### src/rtl/boruhatti_fark_agaci_pkg.sv
// Shared helpers for boruhatti_fark_agaci: result-width function and K legality check.
package boruhatti_pkg;

  function automatic int out_w_f(input int n, input int k);
    return n + $clog2(k) + 1;
  endfunction

  // The tree pairs operands level by level, so only powers of two >= 2 balance.
  function automatic bit k_gecerli(input int k);
    return (k >= 2) && ((k & (k - 1)) == 0);
  endfunction

endpackage

### src/rtl/boruhatti_fark_agaci_if.sv
// Operand/result bundle for boruhatti_fark_agaci; sonuc_sayisi exists only with BORUHATTI_SAYAC_EN.
interface boruhatti_fark_agaci_if
  import boruhatti_pkg::*;
#(
  parameter int N = 8,
  parameter int K = 4
) ();

  localparam int OUT_W = out_w_f(N, K);

  logic             giris_etkin;
  logic             fark_modu;
  logic [K*N-1:0]   grup_a;
  logic [K*N-1:0]   grup_b;
  logic [OUT_W-1:0] sonuc;
  logic             sonuc_etkin;
`ifdef BORUHATTI_SAYAC_EN
  logic [31:0]      sonuc_sayisi;
`endif

  modport master (
    output giris_etkin,
    output fark_modu,
    output grup_a,
    output grup_b,
`ifdef BORUHATTI_SAYAC_EN
    input  sonuc_sayisi,
`endif
    input  sonuc,
    input  sonuc_etkin
  );

  modport slave (
    input  giris_etkin,
    input  fark_modu,
    input  grup_a,
    input  grup_b,
`ifdef BORUHATTI_SAYAC_EN
    output sonuc_sayisi,
`endif
    output sonuc,
    output sonuc_etkin
  );

endinterface

### src/rtl/boruhatti_fark_agaci_toplama_agaci.sv
// Registered balanced adder tree over K unsigned N-bit operands, D-cycle latency,
// with a valid bit shifted alongside the data.
module toplama_agaci
  import boruhatti_pkg::*;
#(
  parameter  int N = 8,
  parameter  int K = 4,
  localparam int D = $clog2(K)
) (
  input  logic           clk,
  input  logic           rst_n,
  input  logic           giris_etkin,
  input  logic [K*N-1:0] veri,
  output logic [N+D-1:0] toplam,
  output logic           cikis_etkin
);

  if (!k_gecerli(K)) begin : k_hatasi
    $error("toplama_agaci: K must be a power of two and at least 2");
  end

  logic [D-1:0] etkin_sr;

  // Level s holds K>>s sums, each one bit wider than its two inputs, so nothing is lost.
  for (genvar s = 1; s <= D; s++) begin : kat
    for (genvar i = 0; i < (K >> s); i++) begin : dugum
      logic [N+s-2:0] sol;
      logic [N+s-2:0] sag;
      logic [N+s-1:0] r;

      if (s == 1) begin : yaprak
        assign sol = veri[(2*i)*N +: N];
        assign sag = veri[(2*i+1)*N +: N];
      end else begin : ic
        assign sol = kat[s-1].dugum[2*i].r;
        assign sag = kat[s-1].dugum[2*i+1].r;
      end

      always_ff @(posedge clk) begin
        if (!rst_n) begin
          r <= '0;
        end else begin
          r <= {1'b0, sol} + {1'b0, sag};
        end
      end
    end
  end

  always_ff @(posedge clk) begin
    if (!rst_n) begin
      etkin_sr <= '0;
    end else begin
      etkin_sr[0] <= giris_etkin;
      for (int j = 1; j < D; j++) begin
        etkin_sr[j] <= etkin_sr[j-1];
      end
    end
  end

  assign toplam      = kat[D].dugum[0].r;
  assign cikis_etkin = etkin_sr[D-1];

endmodule

### src/rtl/boruhatti_fark_agaci.sv
// Streaming |sum(A) - sum(B)| or sum(A) + sum(B) over two operand groups, latency D+1.
// Optional macro BORUHATTI_SAYAC_EN adds a result pulse counter (sonuc_sayisi).
module boruhatti_fark_agaci
  import boruhatti_pkg::*;
#(
  parameter int N = 8,
  parameter int K = 4
) (
  input logic                 clk,
  input logic                 rst_n,
  boruhatti_fark_agaci_if.slave bus
);

  localparam int D     = $clog2(K);
  localparam int OUT_W = out_w_f(N, K);

  if (!k_gecerli(K)) begin : k_hatasi
    $error("boruhatti_fark_agaci: K must be a power of two and at least 2");
  end

  logic [K*N-1:0]   a_r;
  logic [K*N-1:0]   b_r;
  logic             etkin_r;
  logic             mod_r;
  logic [D-1:0]     mod_sr;
  logic [N+D-1:0]   sa;
  logic [N+D-1:0]   sb;
  logic             etkin_a;
  logic             etkin_b;
  logic             etkin_hizali;
  logic             mod_hizali;
  logic [OUT_W-1:0] sonuc_d;
  logic [OUT_W-1:0] sonuc_q;
  logic             sonuc_etkin_q;

  // Capture stage: data is taken every cycle; only the valid bit distinguishes bubbles.
  always_ff @(posedge clk) begin
    if (!rst_n) begin
      a_r     <= '0;
      b_r     <= '0;
      etkin_r <= 1'b0;
      mod_r   <= 1'b0;
    end else begin
      a_r     <= bus.grup_a;
      b_r     <= bus.grup_b;
      etkin_r <= bus.giris_etkin;
      mod_r   <= bus.fark_modu;
    end
  end

  toplama_agaci #(.N(N), .K(K)) u_agac_a (
    .clk         (clk),
    .rst_n       (rst_n),
    .giris_etkin (etkin_r),
    .veri        (a_r),
    .toplam      (sa),
    .cikis_etkin (etkin_a)
  );

  toplama_agaci #(.N(N), .K(K)) u_agac_b (
    .clk         (clk),
    .rst_n       (rst_n),
    .giris_etkin (etkin_r),
    .veri        (b_r),
    .toplam      (sb),
    .cikis_etkin (etkin_b)
  );

  // The mode bit rides a D-deep shift so it meets its own set at the tree outputs.
  always_ff @(posedge clk) begin
    if (!rst_n) begin
      mod_sr <= '0;
    end else begin
      mod_sr[0] <= mod_r;
      for (int j = 1; j < D; j++) begin
        mod_sr[j] <= mod_sr[j-1];
      end
    end
  end

  assign mod_hizali   = mod_sr[D-1];
  assign etkin_hizali = etkin_a & etkin_b;

  always_comb begin
    sonuc_d = '0;
    if (mod_hizali) begin
      sonuc_d = (sa >= sb) ? {1'b0, sa - sb} : {1'b0, sb - sa};
    end else begin
      sonuc_d = {1'b0, sa} + {1'b0, sb};
    end
  end

  always_ff @(posedge clk) begin
    if (!rst_n) begin
      sonuc_q       <= '0;
      sonuc_etkin_q <= 1'b0;
    end else begin
      sonuc_etkin_q <= etkin_hizali;
      if (etkin_hizali) begin
        sonuc_q <= sonuc_d;
      end
    end
  end

  assign bus.sonuc       = sonuc_q;
  assign bus.sonuc_etkin = sonuc_etkin_q;

`ifdef BORUHATTI_SAYAC_EN
  logic [31:0] sayac_q;

  always_ff @(posedge clk) begin
    if (!rst_n) begin
      sayac_q <= '0;
    end else if (etkin_hizali) begin
      sayac_q <= sayac_q + 32'd1;
    end
  end

  assign bus.sonuc_sayisi = sayac_q;
`endif

endmodule

### src/flat_wrapper.sv
// flat-port wrapper written by rule: the top's interface ports become plain ports
module boruhatti_fark_agaci_flat import boruhatti_pkg::*;
#(
  parameter int N = 8,
  parameter int K = 4
)
  (clk, rst_n, bus_giris_etkin, bus_fark_modu, bus_grup_a, bus_grup_b, bus_sonuc, bus_sonuc_etkin);
  boruhatti_fark_agaci_if #(.N(N), .K(K)) bus_i ();
  input logic clk;
  input logic rst_n;
  input wire logic [$bits(bus_i.giris_etkin)-1:0] bus_giris_etkin;
  input wire logic [$bits(bus_i.fark_modu)-1:0] bus_fark_modu;
  input wire logic [$bits(bus_i.grup_a)-1:0] bus_grup_a;
  input wire logic [$bits(bus_i.grup_b)-1:0] bus_grup_b;
  output wire logic [$bits(bus_i.sonuc)-1:0] bus_sonuc;
  output wire logic [$bits(bus_i.sonuc_etkin)-1:0] bus_sonuc_etkin;
  assign bus_i.giris_etkin = bus_giris_etkin;
  assign bus_i.fark_modu = bus_fark_modu;
  assign bus_i.grup_a = bus_grup_a;
  assign bus_i.grup_b = bus_grup_b;
  assign bus_sonuc = bus_i.sonuc;
  assign bus_sonuc_etkin = bus_i.sonuc_etkin;
  boruhatti_fark_agaci #(.N(N), .K(K)) u_core (.clk(clk), .rst_n(rst_n), .bus(bus_i));
endmodule
### config.mk
export PLATFORM = sky130hd
export DESIGN_NAME = boruhatti_fark_agaci_flat
export DESIGN_NICKNAME = d
export VERILOG_FILES = /design/src/rtl/boruhatti_fark_agaci_pkg.sv /design/src/rtl/boruhatti_fark_agaci_if.sv /design/src/rtl/boruhatti_fark_agaci_toplama_agaci.sv /design/src/rtl/boruhatti_fark_agaci.sv /design/src/flat_wrapper.sv
export SDC_FILE = /design/constraint.sdc
export NUM_CORES = 1
export LEC_CHECK = 0
export CORE_UTILIZATION = 50
export CTS_CLUSTER_DIAMETER = 100
export DETAILED_ROUTE_END_ITERATION = 10
export DONT_BUFFER_PORTS = 1
export GPL_ROUTABILITY_DRIVEN = 1
export GPL_TIMING_DRIVEN = 0
export PLACE_DENSITY = 0.68
export SYNTH_ARGS = -nofsm -noshare
export SYNTH_HDL_FRONTEND = slang
export SYNTH_SLANG_ARGS = --single-unit
### constraint.sdc
create_clock -name clk -period 2.2 [get_ports clk]
set_clock_uncertainty 0.15 [all_clocks]
set_input_delay 0.22 -clock clk [delete_from_list [all_inputs] [get_ports clk]]
set_output_delay 0.22 -clock clk [all_outputs]
set_load 0.01 [all_outputs]
## Yosys cells after proc, flatten, opt, wreduce, memory -nomap -nowiden

Cells that the tools add are included.

- Logic and storage cells: 28
- Output and inout port bits: 12
- Bits in registers: 140
- Input bits: 68

- Bitwise operators: 1
- Multiplexer cells: 2
- Order comparisons: 1
- Add/subtract/negate cells: 9

Operator list:

| operator | number |
|---|---|
| $add 8x8->9 | 4 |
| $add 9x9->10 | 2 |
| $sub 10x10->10 | 2 |
| $add 10x10->11 | 1 |
| $mux 11 | 1 |
| $ge 10x10->1 | 1 |
| $mux 10 | 1 |
| $and 1x1->1 | 1 |

## Longest topological paths before layout

Gate-level depths: netlist of the first run.

- Word-level depth: 3
- Mapped depth: 10
- Mapped depth without buffers: 10

## Hierarchy

Synthesis of the first run repeated with hierarchy kept, for this count alone.

- Cell total of the unflattened synthesis: 788
- Area total of the unflattened synthesis: 7388.3 sq um

By module, submodules not included:

| module | area each (sq um) | cells each | instances | seq. area each (sq um) |
|---|---|---|---|---|
| boruhatti_fark_agaci | 3671.0 | 384 | 1 | 1601.5 |
| toplama_agaci at u_core.u_agac_a | 1974.4 | 220 | 1 | 600.6 |
| toplama_agaci at u_core.u_agac_b | 1742.9 | 184 | 1 | 600.6 |

## Worst setup path after synthesis of the first run

Ideal clock, no wire load.

- Path type: register to register
- Start point: reg u_core.u_agac_a.kat[2].dugum[0].r[0], in the netlist u_core.u_agac_a.toplam[0]
- End point: reg u_core.sonuc_q[7], in the netlist u_core.bus.sonuc[7]
- Period minus slack after synthesis: 2397 ps
- Stages on the path, launching flop included: 10
- Library setup time: 58 ps
- Slack: -197 ps
- Data required time: 1992 ps
- Path buffers: 0
- Data arrival time: 2189 ps
- Cell sequence: dfxtp_1 > inv_1 > ha_1 > fa_1 > a31oi_1 > o31a_1 > o221ai_1 > a2111oi_1 > a41o_1 > o21a_1

- Cells in the longest elaborated chain, start to end: 3
- Elaborated cells on any way between the ends: 6
- Classes of those cells: add/sub: 3; order compare: 1; mux: 2

RTL lines:

| element | line | RTL |
|---|---|---|
| start: declaration | boruhatti_fark_agaci_toplama_agaci.sv:29 | `logic [N+s-1:0] r;` |
| start signal: assignment | boruhatti_fark_agaci_toplama_agaci.sv:43 | `r <= {1'b0, sol} + {1'b0, sag};` |
| $sub 10x10->10 / $ge 10x10->1 (equally long branches) | boruhatti_fark_agaci.sv:87 | `sonuc_d = (sa >= sb) ? {1'b0, sa - sb} : {1'b0, sb - sa};` |
| $mux 10 | boruhatti_fark_agaci.sv:87 |  |
| $mux 11 (*) | boruhatti_fark_agaci.sv:86 | `if (mod_hizali) begin` |
| end signal: assignment | boruhatti_fark_agaci.sv:100 | `sonuc_q <= sonuc_d;` |
| end: declaration | boruhatti_fark_agaci.sv:33 | `logic [OUT_W-1:0] sonuc_q;` |

Mark *: on every way between the ends. The rest lies on a longest branch, timed or not.
A chain may end at the register's enable or synchronous reset.

## Worst setup path after layout of the first run

- Start point: reg u_core.u_agac_a.kat[2].dugum[0].r[0], in the netlist u_core.u_agac_a.toplam[0]
- End point: reg u_core.sonuc_q[9], in the netlist u_core.bus.sonuc[9]

The elaborated chain is that of the path after synthesis.

==> results.cfg, run 1 <==
[worst_setup_path]
endpoint_kind = flop
r2r_start = u_core.u_agac_a.toplam[0]
slowest_delay_ps = 460
cp_top_family = compound AO/OA/AOI/OAI gates
worstSetupStartpointType = flop
crit_arrival_ps = 2640
path_cells = inv_2 -> ha_4 -> fa_2 -> a31oi_4 -> o31ai_4 -> nand2_4 -> mux2i_2 -> or4_1 -> a31oi_1
startpoint = u_core.u_agac_a.toplam[0]
critPathKind = reg -> reg
required_ps = 2390
crit_buf_inv = 1
crit_fanout = 5
slowest_stage = o31ai_4

[yosys]
yosysUniqueCellTypes = 63
seq_area_frac_synth = 0.4061
ys.flop_type = dfxtp_1
yosys_warnings = 0
synth_fp_nets = 860
async_flop_share = 0
synth_seq_cells = 138
synth_edf_count = 0
synth_area_mm2 = 0.006803
syn_area_per_cell_um2 = 9.663
netlist_instances = 704

[finish]
final_cells = 1013
final_area_mm2 = 0.009085
area_growth_pct = 33.55
multiInputGateArea_mm2 = 0.004239
nets = 981
fillCellCount = 1037
layout.area.seq_mm2 = 0.002790
drive_gt1_frac = 0.1983
final_common_cell = dfxtp_1
antenna_cells = 0
final_core_util = 0.6860
final_cell_mix = 124 x dfxtp_1, 87 x and2_1, 69 x nor2_1

[hold_path]
min_from = rst_n
hp-class = in -> reg

[place]
postPlaceCellArea_mm2 = 0.007094
placed_cells = 880
io_buffers = 0
place_hpwl_mm = 10.88
gp_congestion = 0.8636

[grt]
use_met3 = 0.04971
met1_usage = 0.2589
grt_pass1_wl_mm = 25.48
grt_max_degree = 17
first_global_vias = 5439
grt_most_used_layer = met2
grt.total_usage = 0.2356
use_met2 = 0.4225
antenna_found_initial = 0
overflow = 0

[sta]
final-max-slew-violation-count = 0
rsz0062_at_grt = yes
tightestPinTransition_ps = 777.3
setup_viol = 11
max_freq_mhz = 408.8
hold_viol = 0
max_slew_margin = 0.4818
period_needed_ps = 2446
holdWs_ps = 104.8
worst_slack_ps = -246.1
period_share = 1.112

[die]
initial_core_util = 0.5137
row_count = 42
coreArea_mm2 = 0.01324
io_pins = 80
fp.dieW_um = 118.6
dieArea_mm2 = 0.01408
die_h_um = 118.6

[route]
drtIter0Drc = 158
first_pass_iters = 4
ant_nets = 0
route.detailed.drc = 0
vias = 5253
via_per_inst = 5.186
drt_wl_total_mm = 16.02
avgRoutedWirePerCell_um = 15.82

[power]
power.leakage_nw = 3.920
max-vdd-ir-drop_v = 0.0005773
finalPower_mw = 7.973
power_density_mw_per_mm2 = 877.6

[clock_network]
clock_sinks = 138
clockBufferDepth = 2
htree_levels = 4
cts-root-buf = clkbuf_16
path_clk_slew_ps = 60
cts_tree = yes
clock_latency_ps = 420
cts_inserted_buffers = 17

[flow_run]
cap_violations = 0

[outcome]
status = finished with violations
violations = negative setup slack
state kept, by name, indices dropped and copies added, names as in the netlist:
| name | cells |
|---|---|
| u_core.u_agac_b.toplam | 10 |
| u_core.bus.sonuc_etkin | 1 |
| u_core.b_r | 32 |
| u_core.mod_sr | 2 |
| u_core.bus.sonuc | 11 |
| u_core.mod_r | 1 |
| u_core.etkin_r | 1 |
| u_core.u_agac_b.etkin_sr | 2 |
| u_core.u_agac_b.kat.dugum.r | 18 |
| u_core.u_agac_a.toplam | 10 |
| u_core.u_agac_a.kat.dugum.r | 18 |
| u_core.a_r | 32 |
what timing repair did:
| item | 4_1_cts | 5_1_grt |
|---|---|---|
| hold buffers | 67 | 0 |
| endpoints found under the hold margin | 71 | 0 |
| resized for setup | 54 | 45 |
| setup buffers | 24 | 12 |
| pin swaps | 28 | 29 |
| endpoints found under the setup margin | 14 | 25 |
stage by stage:
stage	worst slack (ps)	TNS [ps]
after floorplan	-14.08	-22.51
after global placement	-377.8	-2082
after detailed placement	-397.6	-2379
after CTS	-245.1	-1467
after global routing	-317.7	-2384
final	-246.1	-1390
cell families (layout without fill, tap and decap cells):
group / count (synthesis) / after routing / synth area share
AOI/OAI and AO/OA: 133 / 133 / 0.1385
xor gates and xnor gates: 38 / 38 / 0.04892
adders and majority gates: 88 / 88 / 0.1718
buffers and inverters: 55 / 188 / 0.03439
DFF: 138 / 138 / 0.4061
muxes: 6 / 6 / 0.009012
and+or+nand+nor: 246 / 246 / 0.1913
synthesized netlist by cell type (2+ instances only):
cell / number / area share
nor3_1: 21 / 0.015
or3_1: 3 / 0.0028
a21oi_1: 29 / 0.021
xor2_1: 21 / 0.027
or4_1: 2 / 0.0022
a21boi_0: 4 / 0.0044
mux2i_1: 5 / 0.0074
ha_1: 79 / 0.15
o41ai_1: 10 / 0.013
a22o_1: 2 / 0.0026
nand2b_1: 4 / 0.0037
a31oi_1: 4 / 0.0037
nand2_1: 14 / 0.0077
a32oi_1: 2 / 0.0026
nand3_1: 6 / 0.0044
inv_1: 30 / 0.017
o21a_1: 13 / 0.014
clkbuf_1: 18 / 0.0099
a211oi_1: 2 / 0.0022
and3_1: 3 / 0.0028
a21o_1: 12 / 0.013
o21ai_1: 3 / 0.0022
xnor2_1: 17 / 0.022
a221oi_1: 2 / 0.0026
nor2b_1: 24 / 0.022
nor2_1: 72 / 0.040
nor3b_1: 2 / 0.0022
nand4_1: 5 / 0.0046
and2_1: 87 / 0.080
dfxtp_1: 138 / 0.41
buf_6: 3 / 0.0050
fa_1: 9 / 0.026
o21ai_0: 24 / 0.018
o21bai_1: 5 / 0.0055
routing by layer:
metal | vias to the layer above | routed length [um]
met5 | - | 0
met4 | 0 | 617
met3 | 40 | 470
met2 | 109 | 8211
met1 | 2467 | 6724
li1 | 2637 | -
cell type report:
type                       count  share of cell area
timing repair buffer         103              0.1058
buffer                        22             0.01239
clock inverter                 9             0.01474
inverter                      32             0.01350
sequential                   138              0.3071
multi-input combinational    511              0.4666
tap                          176             0.02424
clock buffer                  22             0.05564
path summary, 6_finish.rpt:
check	to	slack, ps	depth (start not counted)
worst min register to register	u_core.u_agac_b.etkin_sr[0]	290	1
worst min-delay path	u_core.bus.sonuc_etkin	100	2
worst max-delay path	u_core.bus.sonuc[9]	-250	9
worst max register to register	u_core.bus.sonuc[9]	-250	9
power breakdown:
part	total (mW)	internal (mW)	switching, mW
registers	2.79	2.68	0.107
logic	2.20	1.10	1.09
clock network	2.99	1.97	1.03
total	7.97	5.75	2.23
worst reg2reg max path: stages (launching register included):
cell,delay [ps]
dfxtp_4,340
inv_2,60
ha_4,130
fa_2,230
a31oi_4,120
o31ai_4,460
nand2_4,130
mux2i_2,170
or4_1,400
a31oi_1,190
No activity file was read; power rests on OpenSTA's default activity.
==> run 2, diff against run 1 <==
--- a/config.mk
+++ b/config.mk
@@ -7,6 +7,7 @@
 export LEC_CHECK = 0
 export CORE_UTILIZATION = 50
 export CTS_CLUSTER_DIAMETER = 100
+export CTS_CLUSTER_SIZE = 28
 export DETAILED_ROUTE_END_ITERATION = 10
 export DONT_BUFFER_PORTS = 1
 export GPL_ROUTABILITY_DRIVEN = 1
==> constraint.sdc (replaced) <==
create_clock -name clk -period 2.2 [get_ports clk]
set_clock_uncertainty 0.15 [all_clocks]
set_input_delay 0.22 -clock clk [delete_from_list [all_inputs] [get_ports clk]]
set_output_delay 0.22 -clock clk [all_outputs]
set_load 0.05 [all_outputs]
==> results of run 2 <==
The final DEF is identical to that of run 1. Status: finished with violations: negative setup slack.
Main changes from that run: total power 7.973 mW -> 7.991 mW
==> run 3, diff against run 2 <==
--- a/config.mk
+++ b/config.mk
@@ -5,14 +5,13 @@
 export SDC_FILE = /design/constraint.sdc
 export NUM_CORES = 1
 export LEC_CHECK = 0
-export CORE_UTILIZATION = 50
+export CORE_UTILIZATION = 45
 export CTS_CLUSTER_DIAMETER = 100
-export CTS_CLUSTER_SIZE = 28
+export CTS_CLUSTER_SIZE = 12
 export DETAILED_ROUTE_END_ITERATION = 10
 export DONT_BUFFER_PORTS = 1
 export GPL_ROUTABILITY_DRIVEN = 1
 export GPL_TIMING_DRIVEN = 0
-export PLACE_DENSITY = 0.68
 export SYNTH_ARGS = -nofsm -noshare
 export SYNTH_HDL_FRONTEND = slang
 export SYNTH_SLANG_ARGS = --single-unit
==> results.cfg, run 3 (synthesis results as in run 1) <==
[power]
power.leakage_nw = 3.827
max-vdd-ir-drop_v = 0.0005579
power_density_mw_per_mm2 = 888.0

[clock_network]
cts_inserted_buffers = 17
clockBufferDepth = 2
cts_tree = yes
htree_levels = 4
clock_latency_ps = 420
path_clk_slew_ps = 60
cts-root-buf = clkbuf_16
clock_sinks = 138

[place]
place_hpwl_mm = 11.11
gp_congestion = 0.8546
io_buffers = 0

[grt]
overflow = 0
grt_max_degree = 17
grt.total_usage = 0.2054
grt_pass1_wl_mm = 24.79
antenna_found_initial = 0
first_global_vias = 5154

[die]
initial_core_util = 0.4645
row_count = 44
dieArea_mm2 = 0.01561
fp.dieW_um = 125.0
io_pins = 80
die_h_um = 125.0
coreArea_mm2 = 0.01464

[route]
vias = 5095
first_pass_iters = 8
avgRoutedWirePerCell_um = 15.25
drt_wl_total_mm = 15.34
ant_nets = 0
drtIter0Drc = 188
route.detailed.drc = 14
via_per_inst = 5.065

[finish]
antenna_cells = 0
final_common_cell = dfxtp_1
fillCellCount = 1246
largest_registers = u_core.a_r: 32 flops, u_core.b_r: 32 flops
final_cell_mix = 128 x dfxtp_1, 87 x and2_1, 67 x nor2_1, 67 x ha_1, 67 x dlygate4sd3_1
area_growth_pct = 30.95
nets = 965
drive_gt1_frac = 0.1764
final_core_util = 0.6083

[worst_setup_path]
slowest_delay_ps = 400
ff2ff_setup_slack_ps = -240
required_ps = 2400
critPathKind = reg -> reg
slowest_stage = or4_1
r2r_start = u_core.u_agac_a.toplam[0]
startpoint = u_core.u_agac_a.toplam[0]
path_cells = inv_4 -> ha_4 -> fa_2 -> a31oi_4 -> buf_6 -> o31ai_4 -> nand2_4 -> mux2i_2 -> or4_1 -> a31oi_1
crit_fanout = 4
endpoint_kind = flop
crit_path_end = u_core.bus.sonuc[9]
r2r_cells = 10
r2r-end = u_core.bus.sonuc[9]
crit_arrival_ps = 2640
worstSetupStartpointType = flop

[flow_run]
cap_violations = 0

[sta]
setup_viol = 11
max_slew_margin = 0.4523
hold_viol = 0
final-max-slew-violation-count = 0
holdWs_ps = 114.7
rsz0062_at_grt = yes
tightestPinTransition_ps = 821.6
max_freq_mhz = 409.2
worst_slack_ps = -244.1
period_needed_ps = 2444
period_share = 1.111
setup_tns_ps = -1604

[hold_path]
min_from = rst_n
hp-class = in -> reg

[outcome]
violations = design-rule violations, negative setup slack
status = finished with violations
[run 3: timing repair]
item,CTS,global route
resized for setup,45,50
pin swaps,21,17
hold buffers,67,0
endpoints found under the hold margin,71,0
buffers inserted,15,7
endpoints found under the setup margin,14,24
[run 3: metal layers]
layer | vias up | global-route usage | share of wire
met5 | - | 0 | 0
met4 | 0 | 0.07819 | 0.016
met3 | 18 | 0.05049 | 0.034
met2 | 98 | 0.3605 | 0.50
met1 | 2367 | 0.2422 | 0.45
li1 | 2612 | - | -
[run 3: worst max-delay path, delay by kind of cell, from the launching register on]
kind                       cells  cell delay, ps
AOI/OAI and AO/OA              3             620
adders and majority gates      2             380
buffers and inverters          2             180
DFF                            1             360
muxes                          1             170
and+or+nand+nor                2             520
[run 3: stage by stage]
stage               area [um^2]  cells  worst slack, ps  power [mW]
floorplan                  6874    704           -14.08       4.007
global placement           7104    888           -331.3       4.345
detailed placement         7104    888           -341.5       4.355
CTS                        8701   1002           -285.3       7.795
global route               8909   1006           -355.7       8.310
finish                     8909   1006           -244.1       7.910
[run 3: power by group]
part | total, mW | switching (mW) | internal (mW) | leakage (nW)
sequential | 2.79 | 0.121 | 2.67 | 1.15
combinational | 2.04 | 1.03 | 1.01 | 2.36
clock | 3.07 | 1.10 | 1.97 | 0.314
total | 7.91 | 2.25 | 5.66 | 3.83
[run 3: worst min path at each step]
stage,end,slack [ps],depth (start not counted)
finish,u_core.bus.sonuc_etkin,110,2
global route,u_core.bus.sonuc_etkin,170,2
floorplan,u_core.b_r[12],190,1
CTS,u_core.bus.sonuc_etkin,110,2
global placement,u_core.b_r[12],200,1
detailed placement,u_core.b_r[14],200,1
[run 3: layout make-up]
type,instances,area (um^2),share of cell area
clock buffer,19,454.2,0.05098
multi-input combinational,511,4174,0.4685
clock inverter,13,188.9,0.02121
tap,184,230.2,0.02584
inverter,32,125.1,0.01404
sequential,138,2788,0.3129
timing repair buffer,88,843.3,0.09466
buffer,21,105.1,0.01180
